$ cat src/rtl/demux1in2_buf.sv
// 1-to-2 demux with a 2-entry FIFO per output; o_datN is registered, 1 cycle after accept.
// o_ready follows only the fullness of the FIFO i_control selects; a full FIFO stalls only its own route.

`ifndef MUX2IN1_WIDTH
`define MUX2IN1_WIDTH 8
`endif

module demux1in2_fifo2 #(
  parameter int WIDTH = `MUX2IN1_WIDTH
) (
  input  logic             clk,
  input  logic             rst_n,
  input  logic             push,
  input  logic [WIDTH-1:0] wr_dat,
  input  logic             pop_rdy,
  output logic [WIDTH-1:0] rd_dat,
  output logic             vld,
  output logic             full
);

  logic [1:0]       level;
  logic [WIDTH-1:0] head;
  logic [WIDTH-1:0] tail;
  logic             push_ok;
  logic             pop_ok;

  assign vld     = (level != 2'd0);
  assign full    = (level == 2'd2);
  assign rd_dat  = head;
  assign push_ok = push && !full;
  assign pop_ok  = vld && pop_rdy;

  // Shift-style storage keeps the head word in a dedicated register.
  always_ff @(posedge clk or negedge rst_n) begin
    if (!rst_n) begin
      level <= 2'd0;
      head  <= '0;
      tail  <= '0;
    end else begin
      case ({push_ok, pop_ok})
        2'b10: begin
          if (level == 2'd0) head <= wr_dat;
          else               tail <= wr_dat;
          level <= level + 2'd1;
        end
        2'b01: begin
          head  <= tail;
          level <= level - 2'd1;
        end
        2'b11: begin
          // Only reachable at level 1: the new word replaces the departing head.
          head <= wr_dat;
        end
        default: ;
      endcase
    end
  end

endmodule

module demux1in2_buf #(
  parameter int WIDTH = `MUX2IN1_WIDTH
) (
  input  logic             i_clk,
  input  logic             i_rst_n,
  input  logic [WIDTH-1:0] i_dat,
  input  logic             i_valid,
  input  logic             i_control,
  output logic             o_ready,
  output logic [WIDTH-1:0] o_dat0,
  output logic [WIDTH-1:0] o_dat1,
  output logic             o_valid0,
  output logic             o_valid1,
  input  logic             i_ready0,
  input  logic             i_ready1,
  output logic [7:0]       o_cnt0,
  output logic [7:0]       o_cnt1
);

  logic full0;
  logic full1;
  logic accept;
  logic push0;
  logic push1;

  assign o_ready = i_control ? !full1 : !full0;
  assign accept  = i_valid && o_ready;
  assign push0   = accept && !i_control;
  assign push1   = accept && i_control;

  demux1in2_fifo2 #(.WIDTH(WIDTH)) u_fifo0 (
    .clk     (i_clk),
    .rst_n   (i_rst_n),
    .push    (push0),
    .wr_dat  (i_dat),
    .pop_rdy (i_ready0),
    .rd_dat  (o_dat0),
    .vld     (o_valid0),
    .full    (full0)
  );

  demux1in2_fifo2 #(.WIDTH(WIDTH)) u_fifo1 (
    .clk     (i_clk),
    .rst_n   (i_rst_n),
    .push    (push1),
    .wr_dat  (i_dat),
    .pop_rdy (i_ready1),
    .rd_dat  (o_dat1),
    .vld     (o_valid1),
    .full    (full1)
  );

  always_ff @(posedge i_clk or negedge i_rst_n) begin
    if (!i_rst_n) begin
      o_cnt0 <= 8'd0;
      o_cnt1 <= 8'd0;
    end else begin
      if (push0) o_cnt0 <= o_cnt0 + 8'd1;
      if (push1) o_cnt1 <= o_cnt1 + 8'd1;
    end
  end

endmodule

$ cat config.mk
export PLATFORM = sky130hd
export DESIGN_NAME = demux1in2_buf
export DESIGN_NICKNAME = d
export VERILOG_FILES = /design/src/rtl/demux1in2_buf.sv
export SDC_FILE = /design/constraint.sdc
export NUM_CORES = 1
export LEC_CHECK = 0
export CAP_MARGIN = 20
export CORE_UTILIZATION = 29
export CTS_CLUSTER_SIZE = 30
export DETAILED_ROUTE_END_ITERATION = 8
export DONT_BUFFER_PORTS = 1
export PLACE_DENSITY = 0.47
export SLEW_MARGIN = 10
export SYNTH_ARGS = -nofsm -noshare
export SYNTH_HDL_FRONTEND = slang
export SYNTH_SLANG_ARGS = --single-unit
$ cat constraint.sdc
create_clock -name i_clk -period 5.3 [get_ports i_clk]
set_input_delay 0.795 -clock i_clk [delete_from_list [all_inputs] [get_ports i_clk]]
set_output_delay 0.795 -clock i_clk [all_outputs]
set_load 0.1 [all_outputs]
## Word level (Yosys, flattened, before mapping)

Cells that the tools add are included.

| word-level totals | value |
|---|---|
| logic and storage cells | 55 |
| output and inout port bits | 35 |
| bits in registers | 52 |
| input bits | 14 |

| operators by class | value |
|---|---|
| equal/unequal tests | 10 |
| multiplexer cells | 7 |
| reduce and logical (&&, ||, !) cells | 22 |
| add/sub/neg operators | 6 |
| bitwise operators | 2 |

Operator list:

| kind | count |
|---|---|
| $pmux 8 s3 | 2 |
| $add 8x1->8 const B | 2 |
| $mux 8 | 2 |
| $eq 2x2->1 const B | 6 |
| $pmux 2 s2 | 2 |
| $reduce_and 2->1 | 4 |
| $reduce_bool 2->1 | 4 |
| $logic_and 1x1->1 | 7 |
| $reduce_bool 3->1 | 2 |
| $add 2x1->2 const B | 2 |
| $eq 2x1->1 const B | 2 |
| $logic_not 2->1 | 2 |
| $ne 2x1->1 const B | 2 |
| $sub 2x1->2 const B | 2 |
| $logic_not 1->1 | 3 |
| $not 1->1 | 2 |
| $mux 1 | 1 |

## Longest topological paths before layout

| logic depth | value |
|---|---|
| depth in word-level cells | 9 |
| gate-level depth with buffers | 9 |
| depth with buffers taken out | 7 |

## Cells and area by module

A second synthesis with hierarchy kept.

| unflattened totals | value |
|---|---|
| cells, all modules | 174 |
| area, all modules | 2,472.4 µm² |

By module, submodules not included:

| module | seq. area each (µm²) | cells each | area each (µm²) | times used |
|---|---|---|---|---|
| demux1in2_fifo2 | 450.4 | 59 | 878.3 | 2 |
| demux1in2_buf | 400.4 | 56 | 715.7 | 1 |

## Least setup slack after synthesis

Ideal clock, no wire load.

| timing | value |
|---|---|
| path type | input to output |
| start point | input i_control |
| end point | output o_ready |
| data required time | 4.505 ns |
| slack | 2.129 ns |
| buffers on the path | 0 |
| stages | 1 |
| arrival | 2.376 ns |
| cell sequence | mux2i_1 |

| on the way | value |
|---|---|
| word-level cells in the longest chain between the ends | 1 |

Ends and longest elaborated chain:

| item | line | source |
|---|---|---|
| from (decl) | 68 | `input logic i_control,` |
| $mux 1 | 86 | `assign o_ready = i_control ? !full1 : !full0;` |
| to (decl) | 69 | `output logic o_ready,` |

No other way between the ends.

## Worst setup path after layout

| timing | value |
|---|---|
| start point | register u_fifo0.level[0] |
| end point | register u_fifo0.head[4] (netlist: u_fifo0.rd_dat[4]) |

| on the way | value |
|---|---|
| word-level cells in the longest chain between the ends | 9 |
| elaborated cells on any way between the ends | 16 |
| classes of those cells | eq/ne (5); mux (2); reduce/logical (9) |

Ends and longest elaborated chain:

| item | line | source |
|---|---|---|
| from (decl) | 21 | `logic [1:0] level;` |
| from (signal assigned) | 44 | `level <= level + 2'd1;` |
| from (signal assigned) | 48 | `level <= level - 2'd1;` |
| $eq 2x2->1 | 28 | `assign full = (level == 2'd2);` |
| $logic_not 1->1 | 30, 86 |  |
| $mux 1 | 86 |  |
| $logic_and 1x1->1 | 87 | `assign accept = i_valid && o_ready;` |
| $logic_and 1x1->1 | 88 | `assign push0 = accept && !i_control;` |
| $logic_and 1x1->1 | 30 | `assign push_ok = push && !full;` |
| $eq 2x2->1 or $eq 2x1->1 (tied branches) | 40 | `case ({push_ok, pop_ok})` |
| $ne 2x1->1 (no source line) or $reduce_bool 3->1 (tied branches) | n/a |  |
| $reduce_and 2->1 (no source line) | n/a |  |
| to (signal assigned) | 42 | `if (level == 2'd0) head <= wr_dat;` |
| to (signal assigned) | 47 | `head <= tail;` |
| to (signal assigned) | 52 | `head <= wr_dat;` |
| to (decl) | 22 | `logic [WIDTH-1:0] head;` |

Several ways; a longest one is shown, not always the timed one.
A chain may end at the register's enable or synchronous reset.

==> metrics <==
Finished Cell Area 2670 µm²; Total GRT Usage 0.111; maximum number of pins on one net before global-route repair 53; GR Overflow Total 0; Syn-to-layout area delta 7.83%; final period demand of the worst path 2460 ps; delay of the slowest cell on the worst path 490 ps; standard-cell rows 33; CTS clk-pin slew, worst paths 110 ps; ranking of synthesized cells by instance count 52 x sky130_fd_sc_hd__dfrtp_1, 34 x sky130_fd_sc_hd__mux2_2, 16 x sky130_fd_sc_hd__mux2_4; Detailed Routing Iterations Pass 1 4; final hold violations 0; total of max-cap violations 0; number of standard cells after synthesis 178; total placed instance area 2580 µm²; CTS hold repair buffers 0; main flop type after synthesis sky130_fd_sc_hd__dfrtp_1; half-perimeter wire length of the detailed placement result 3240 µm; sequential share of the synthesized area 0.525; setup TNS 0 ps; kind of end point of the critical path flop; most frequent cell after synthesis sky130_fd_sc_hd__dfrtp_1; IO buf count 0; number of diodes added for antenna fixing 0; total count of max-transition violations in the final report 0; cell depth of the worst flop-to-flop path 6; Max Freq 406 MHz; final routed wire length divided by cell count 16.0 µm; final number of setup-violating endpoints 0; per-instance average area after synthesis 13.9 µm²; worst hold path class in -> async; CORE AREA 8260 µm²; leading area contributor after synthesis sky130_fd_sc_hd__dfrtp_1; capture point of the worst reg-to-reg path u_fifo0.rd_dat[4]$_DFFE_PN0P_; critical path required time 5500 ps; crit path launch u_fifo0.level[0]$_DFFE_PN0P_; Chip Width 94.4 µm; status finished clean; Post-layout nets 201; buffer type at the clock tree root sky130_fd_sc_hd__clkbuf_8; post-synthesis instance area 2480 µm²; Iteration-0 DRC Markers 28; # H-tree levels 2; TritonCTS clock tree done; top area cells in the synthesized netlist sky130_fd_sc_hd__dfrtp_1 53%, sky130_fd_sc_hd__mux2_2 15%, sky130_fd_sc_hd__mux2_4 9.7%, sky130_fd_sc_hd__xor2_1 5.3%, sky130_fd_sc_hd__ha_1 3.5%; fraction of final layout cells with drive strength greater than 1 0.348; proportion of netlist area held by the largest area contributor 0.525; post-synthesis cell type count 28; Longest Clk Path Bufs 2; total number of vias 1,322; post-synthesis net count 199; kind of start point of the critical path flop; slowest CP cell sky130_fd_sc_hd__nor2b_1; register bit count reported by yosys 52; number of antenna violations at the first check in global routing 0; routability-driven placement congestion ratio 0.675; largest fanout of any net on the critical path 9; first-pass GRT wire length 7480 µm; type of the worst setup path reg -> reg; reg-to-reg slack, setup 2840 ps; Post-synth EDFFs 0; setup repair after global routing missed its margin false; cell-by-cell trace of the critical path nor2b_1, nor2_1, inv_1, ha_1, mux2_2, mux2_4; count of cells resized by post-cts repair 0; DRC errors left 0; clock buffer count from CTS 5; clock sink count 52; Worst Tran Pin Value 1020 ps; delay-heaviest family, CP simple AND/OR/NAND/NOR gates; final antenna-violating net count 0; postcts setup bufs 0; source-to-sink clock delay at the later pin of the worst-skew pair 310 ps; share of the clock period used by the worst path after layout 0.464; count of pins on the block boundary 49; worst clock skew 8.41 ps; overall die area 8920 µm²; total buffers and inverters traversed by the critical path 1; via count of the first global-routing pass 1,458; die height 94.4 µm; Max-Slew Margin vs Limit 0.319; arrival time reported for the critical path endpoint 2660 ps; total wire length after detailed routing 4590 µm; async set-reset flop share out of synthesis 1.00; Yosys Warn Count 0; average vias per placed instance 4.62; Initial Utilization 0.300; start of the worst register-to-register path u_fifo0.level[0]$_DFFE_PN0P_
==> final cells by class <==
type	count	area (µm²)
multi-input cells	116	1120
inverters	4	15.0
clock buffers	5	68.8
well taps	105	131
clock inverters	3	23.8
flip-flops and latches	52	1300
fillers	841	5590
repair buffers	1	7.51
==> state kept, by name, summed over array words and instances (netlist names) <==
name            cells
o_cnt0              8
o_cnt1              8
u_fifo0.level       2
u_fifo0.rd_dat      8
u_fifo0.tail        8
u_fifo1.level       2
u_fifo1.rd_dat      8
u_fifo1.tail        8
==> cell families after synthesis <==
family | after synthesis | synth area share
buf+inv | 10 | 0.0227
fa+ha+maj | 7 | 0.0354
simple gates | 34 | 0.0803
xor+xnor | 20 | 0.0707
compound gates | 4 | 0.0101
mux | 51 | 0.256
flops | 52 | 0.525
==> cell usage in the layout (no fill, tap or decap), types with 2 or more instances in the layout <==
cell type	synthesis	final
sky130_fd_sc_hd__dfrtp_1	52	52
sky130_fd_sc_hd__mux2_2	34	34
sky130_fd_sc_hd__nand3_1	3	3
sky130_fd_sc_hd__o21a_1	2	2
sky130_fd_sc_hd__nand4_1	2	2
sky130_fd_sc_hd__nor2_1	4	4
sky130_fd_sc_hd__xor2_1	15	15
sky130_fd_sc_hd__nor2b_1	2	2
sky130_fd_sc_hd__nor4_1	6	6
sky130_fd_sc_hd__clkinvlp_4	0	2
sky130_fd_sc_hd__xnor2_1	5	5
sky130_fd_sc_hd__mux2_4	16	16
sky130_fd_sc_hd__nor4b_1	3	3
sky130_fd_sc_hd__o21ai_0	2	2
sky130_fd_sc_hd__nand2_1	7	7
sky130_fd_sc_hd__inv_1	4	4
sky130_fd_sc_hd__clkbuf_8	0	5
sky130_fd_sc_hd__ha_1	7	7
==> layer usage <==
metal	global-route usage	wire length, µm
met5	0	0
met4	0.0269	36
met3	0.0523	426
met2	0.173	2070
met1	0.138	2060
==> worst max-delay path by stage <==
stage / endpoint / slack (ps) / cells after the start
after detailed placement: u_fifo0.rd_dat[4]$_DFFE_PN0P_ / 2780 / 6
after floorplan: o_ready / 2130 / 1
after global routing: u_fifo0.rd_dat[7]$_DFFE_PN0P_ / 2680 / 6
after global placement: u_fifo0.rd_dat[4]$_DFFE_PN0P_ / 2810 / 6
final: u_fifo0.rd_dat[4]$_DFFE_PN0P_ / 2840 / 6
after CTS: u_fifo0.rd_dat[4]$_DFFE_PN0P_ / 2820 / 6
==> stage by stage <==
step / util / std cells / worst slack (ps) / hold WS [ps]
after floorplan: - / 178 / 2130 / 464
after global placement: 0.312 / 278 / 2810 / 482
after detailed placement: 0.312 / 278 / 2780 / 487
after CTS: 0.323 / 286 / 2820 / 151
after global routing: 0.323 / 286 / 2680 / 139
final: 0.323 / 286 / 2840 / 170
==> worst register-to-register path, delay by kind of cell (launching register included) <==
| kind | cells | cell delay, ps |
|---|---|---|
| AND/OR/NAND/NOR | 2 | 710 |
| multiplexers | 2 | 650 |
| buffers and inverters | 1 | 100 |
| flip-flops | 1 | 440 |
| adder cells (fa/ha/maj) | 1 | 440 |
Power is left out: the tool's default activity adds up to more than one toggle a clock period on the data nets, which glitch-free logic cannot reach.
==> patch, RTL diff (same settings) <==
Make the reset (`i_rst_n` and `rst_n`) synchronous in 2 clocked blocks.
--- a/src/rtl/demux1in2_buf.sv
+++ b/src/rtl/demux1in2_buf.sv
@@ -31,7 +31,7 @@
   assign pop_ok  = vld && pop_rdy;
 
   // Shift-style storage keeps the head word in a dedicated register.
-  always_ff @(posedge clk or negedge rst_n) begin
+  always_ff @(posedge clk) begin
     if (!rst_n) begin
       level <= 2'd0;
       head  <= '0;
@@ -110,7 +110,7 @@
     .full    (full1)
   );
 
-  always_ff @(posedge i_clk or negedge i_rst_n) begin
+  always_ff @(posedge i_clk) begin
     if (!i_rst_n) begin
       o_cnt0 <= 8'd0;
       o_cnt1 <= 8'd0;
Check against the original RTL: differs if i_rst_n is asserted again (counterexample within 4 cycles, from zero or initial values and one cycle with i_rst_n low); with i_rst_n held inactive, the same outputs for 10 cycles.
==> patch against the unedited design <==
Final area is 3.8% lower. Critical endpoint is now o_ready. Synthesized area down 3.9%. Largest cell class is now multi-input gates. Sequential share of layout area decreased by 8.2 points. Setup slack gained 0.023 ns. Sequential cell count is the same. Routed wire length rose by 2.9%. Utilization increased by 0.38 points.
==> patch: results (changes against the unedited design) <==
- Outcome: completed
- Via/cell ratio: 4.69 (+1.4%)
- Post-CTS Setup Bufs: 0 (unchanged)
- Syn_nets: 261 (+31%)
- Clk root buf: clkbuf_8
- Number of global-route vias before repair: 1549 (+6.2%)
- Syn. warnings: 0 (unchanged)
- Final GP Congestion: 0.676 (+0.15%)
- Min-delay worst type: flop to flop
- Distinct cells, synth: 32 (+14%)
- Non-filler cells, final: 340 (+19%)
- CTS Buf Count: 5 (unchanged)
- Worst-Margin Slew: 1.11 ns (+0.0901 ns)
- Max clock buf depth: 2 (unchanged)
- Antenna cells: 0 (unchanged)
- R2r setup slk: 2.86 ns (+0.02 ns)
- CP arrival: 1.64 ns (-1.02 ns)
- Asr flop ratio synth: 0% (-100 points)
- Top post-synthesis cells by count: dfxtp_1 (52), mux2i_1 (33), nand2_1 (27)
- Post-Syn Instances: 240 (+35%)
- Worst-Skew Late Latency: 0.30 ns
- DRT iter0 DRCs: 48 (+71%)
- Drt total wl: 4.72 mm (+2.9%)
- Critical R2R Launch: u_fifo0.level[1]$_SDFFE_PN0P_
- Most frequent cell after synthesis: dfxtp_1
- R2R depth: 7 (+1)
- Peak supply drop: 0.000210 V
- Layout cells sized above 1: 5.88% (-29 points)
- Clock transition at the registers of the reported paths: 0.09 ns (-0.02 ns)
- Placed Cells: 331 (+19%)
- Hold endpoint: u_fifo1.level[1]$_SDFFE_PN0P_
- Drt pass-1 iters: 4 (unchanged)
- Worst setup SP type: flop
- Post_cts resized: 0 (unchanged)
- HP Start: u_fifo1.level[1]$_SDFFE_PN0P_
- Final #Nets: 258 (+28%)
- Static Leak: 0.00121 uW
- Largest net degree at the start of global routing: 54 (+1.9%)
- Detailed placement HPWL: 3.24 mm (about the same)
- Top cells by area, synth: dfxtp_1 (44%), mux2i_1 (14%), o211a_1 (6.7%)
- Initial antenna violation count: 0 (unchanged)
- H-tree depth: 2 (unchanged)
- Post-Place Worst Slack: 2.67 ns (-0.104 ns)
- First-pass GRT wire length: 7.69 mm (+2.9%)
- Post-Route Skew: 0.00950 ns (+0.00109 ns)
- Global Route Usage Sum: 11.3% (+0.24 points)
- Reg2Reg Capture Point: u_fifo0.level[1]$_SDFFE_PN0P_
- IO Port Bufs: 0 (unchanged)
- Register area share after synthesis: 43.7% (-8.8 points)
==> patch: worst max-delay path, stage by stage, from the launching register on <==
cell	delay, ns
dfxtp_1	0.37
nor2b_1	0.56
mux2i_2	0.14
buf_4	0.27
==> patch: metal layers <==
layer | GRT usage, % | vias up | wire length [um]
met5 | 0 | - | 0
met2 | 17.8 | 44 | 2110
met4 | 3.13 | 0 | 27
met1 | 14.1 | 729 | 2180
li1 | - | 817 | -
met3 | 4.84 | 4 | 401
==> patch: logic make-up (layout without fill, tap and decap cells) <==
kind of cell,Yosys count,count (layout),share of synthesized area (%)
buffers and inverters,17,15,2.89
AOI/OAI and AO/OA,30,30,10.3
xor gates and xnor gates,16,16,5.89
and+or+nand+nor,85,85,19.6
muxes,33,33,13.9
adders and majority gates,7,7,3.68
DFF,52,52,43.7
==> patch: metrics by stage <==
step | hold slack (ns) | instance area, um^2 | power [uW]
after floorplan | 0.477 | 2380 | 1170
after CTS | 0.528 | 2560 | 1460
final | 0.522 | 2570 | 1440
after global placement | 0.490 | 2470 | 1220
after global routing | 0.561 | 2570 | 1510
after detailed placement | 0.508 | 2470 | 1220
==> patch: worst max path at each step <==
stage	end	slack, ns	cells past startpoint
detailed placement	u_fifo0.level[1]$_SDFFE_PN0P_	2.67	7
global placement	u_fifo0.level[1]$_SDFFE_PN0P_	2.77	7
global route	u_fifo0.level[1]$_SDFFE_PN0P_	2.64	7
floorplan	o_ready	2.13	1
finish	o_ready	2.86	3
CTS	u_fifo0.level[1]$_SDFFE_PN0P_	2.83	7
==> patch: layout make-up <==
cell class / instances / area [um^2]
fillers: 844 / 5280
multi-input cells: 171 / 1270
flip-flops and latches: 52 / 1040
well taps: 102 / 128
clock buffers: 6 / 72.6
repair buffers: 3 / 22.5
clock inverters: 2 / 16.3
inverters: 4 / 15.0
==> patch: power by group <==
| part | leakage (uW) | internal, uW | switching, uW |
|---|---|---|---|
| Clock | 0.0000414 | 94.3 | 133 |
| Sequential | 0.000424 | 462 | 412 |
| Combinational | 0.000746 | 128 | 212 |
| Total | 0.00121 | 684 | 757 |
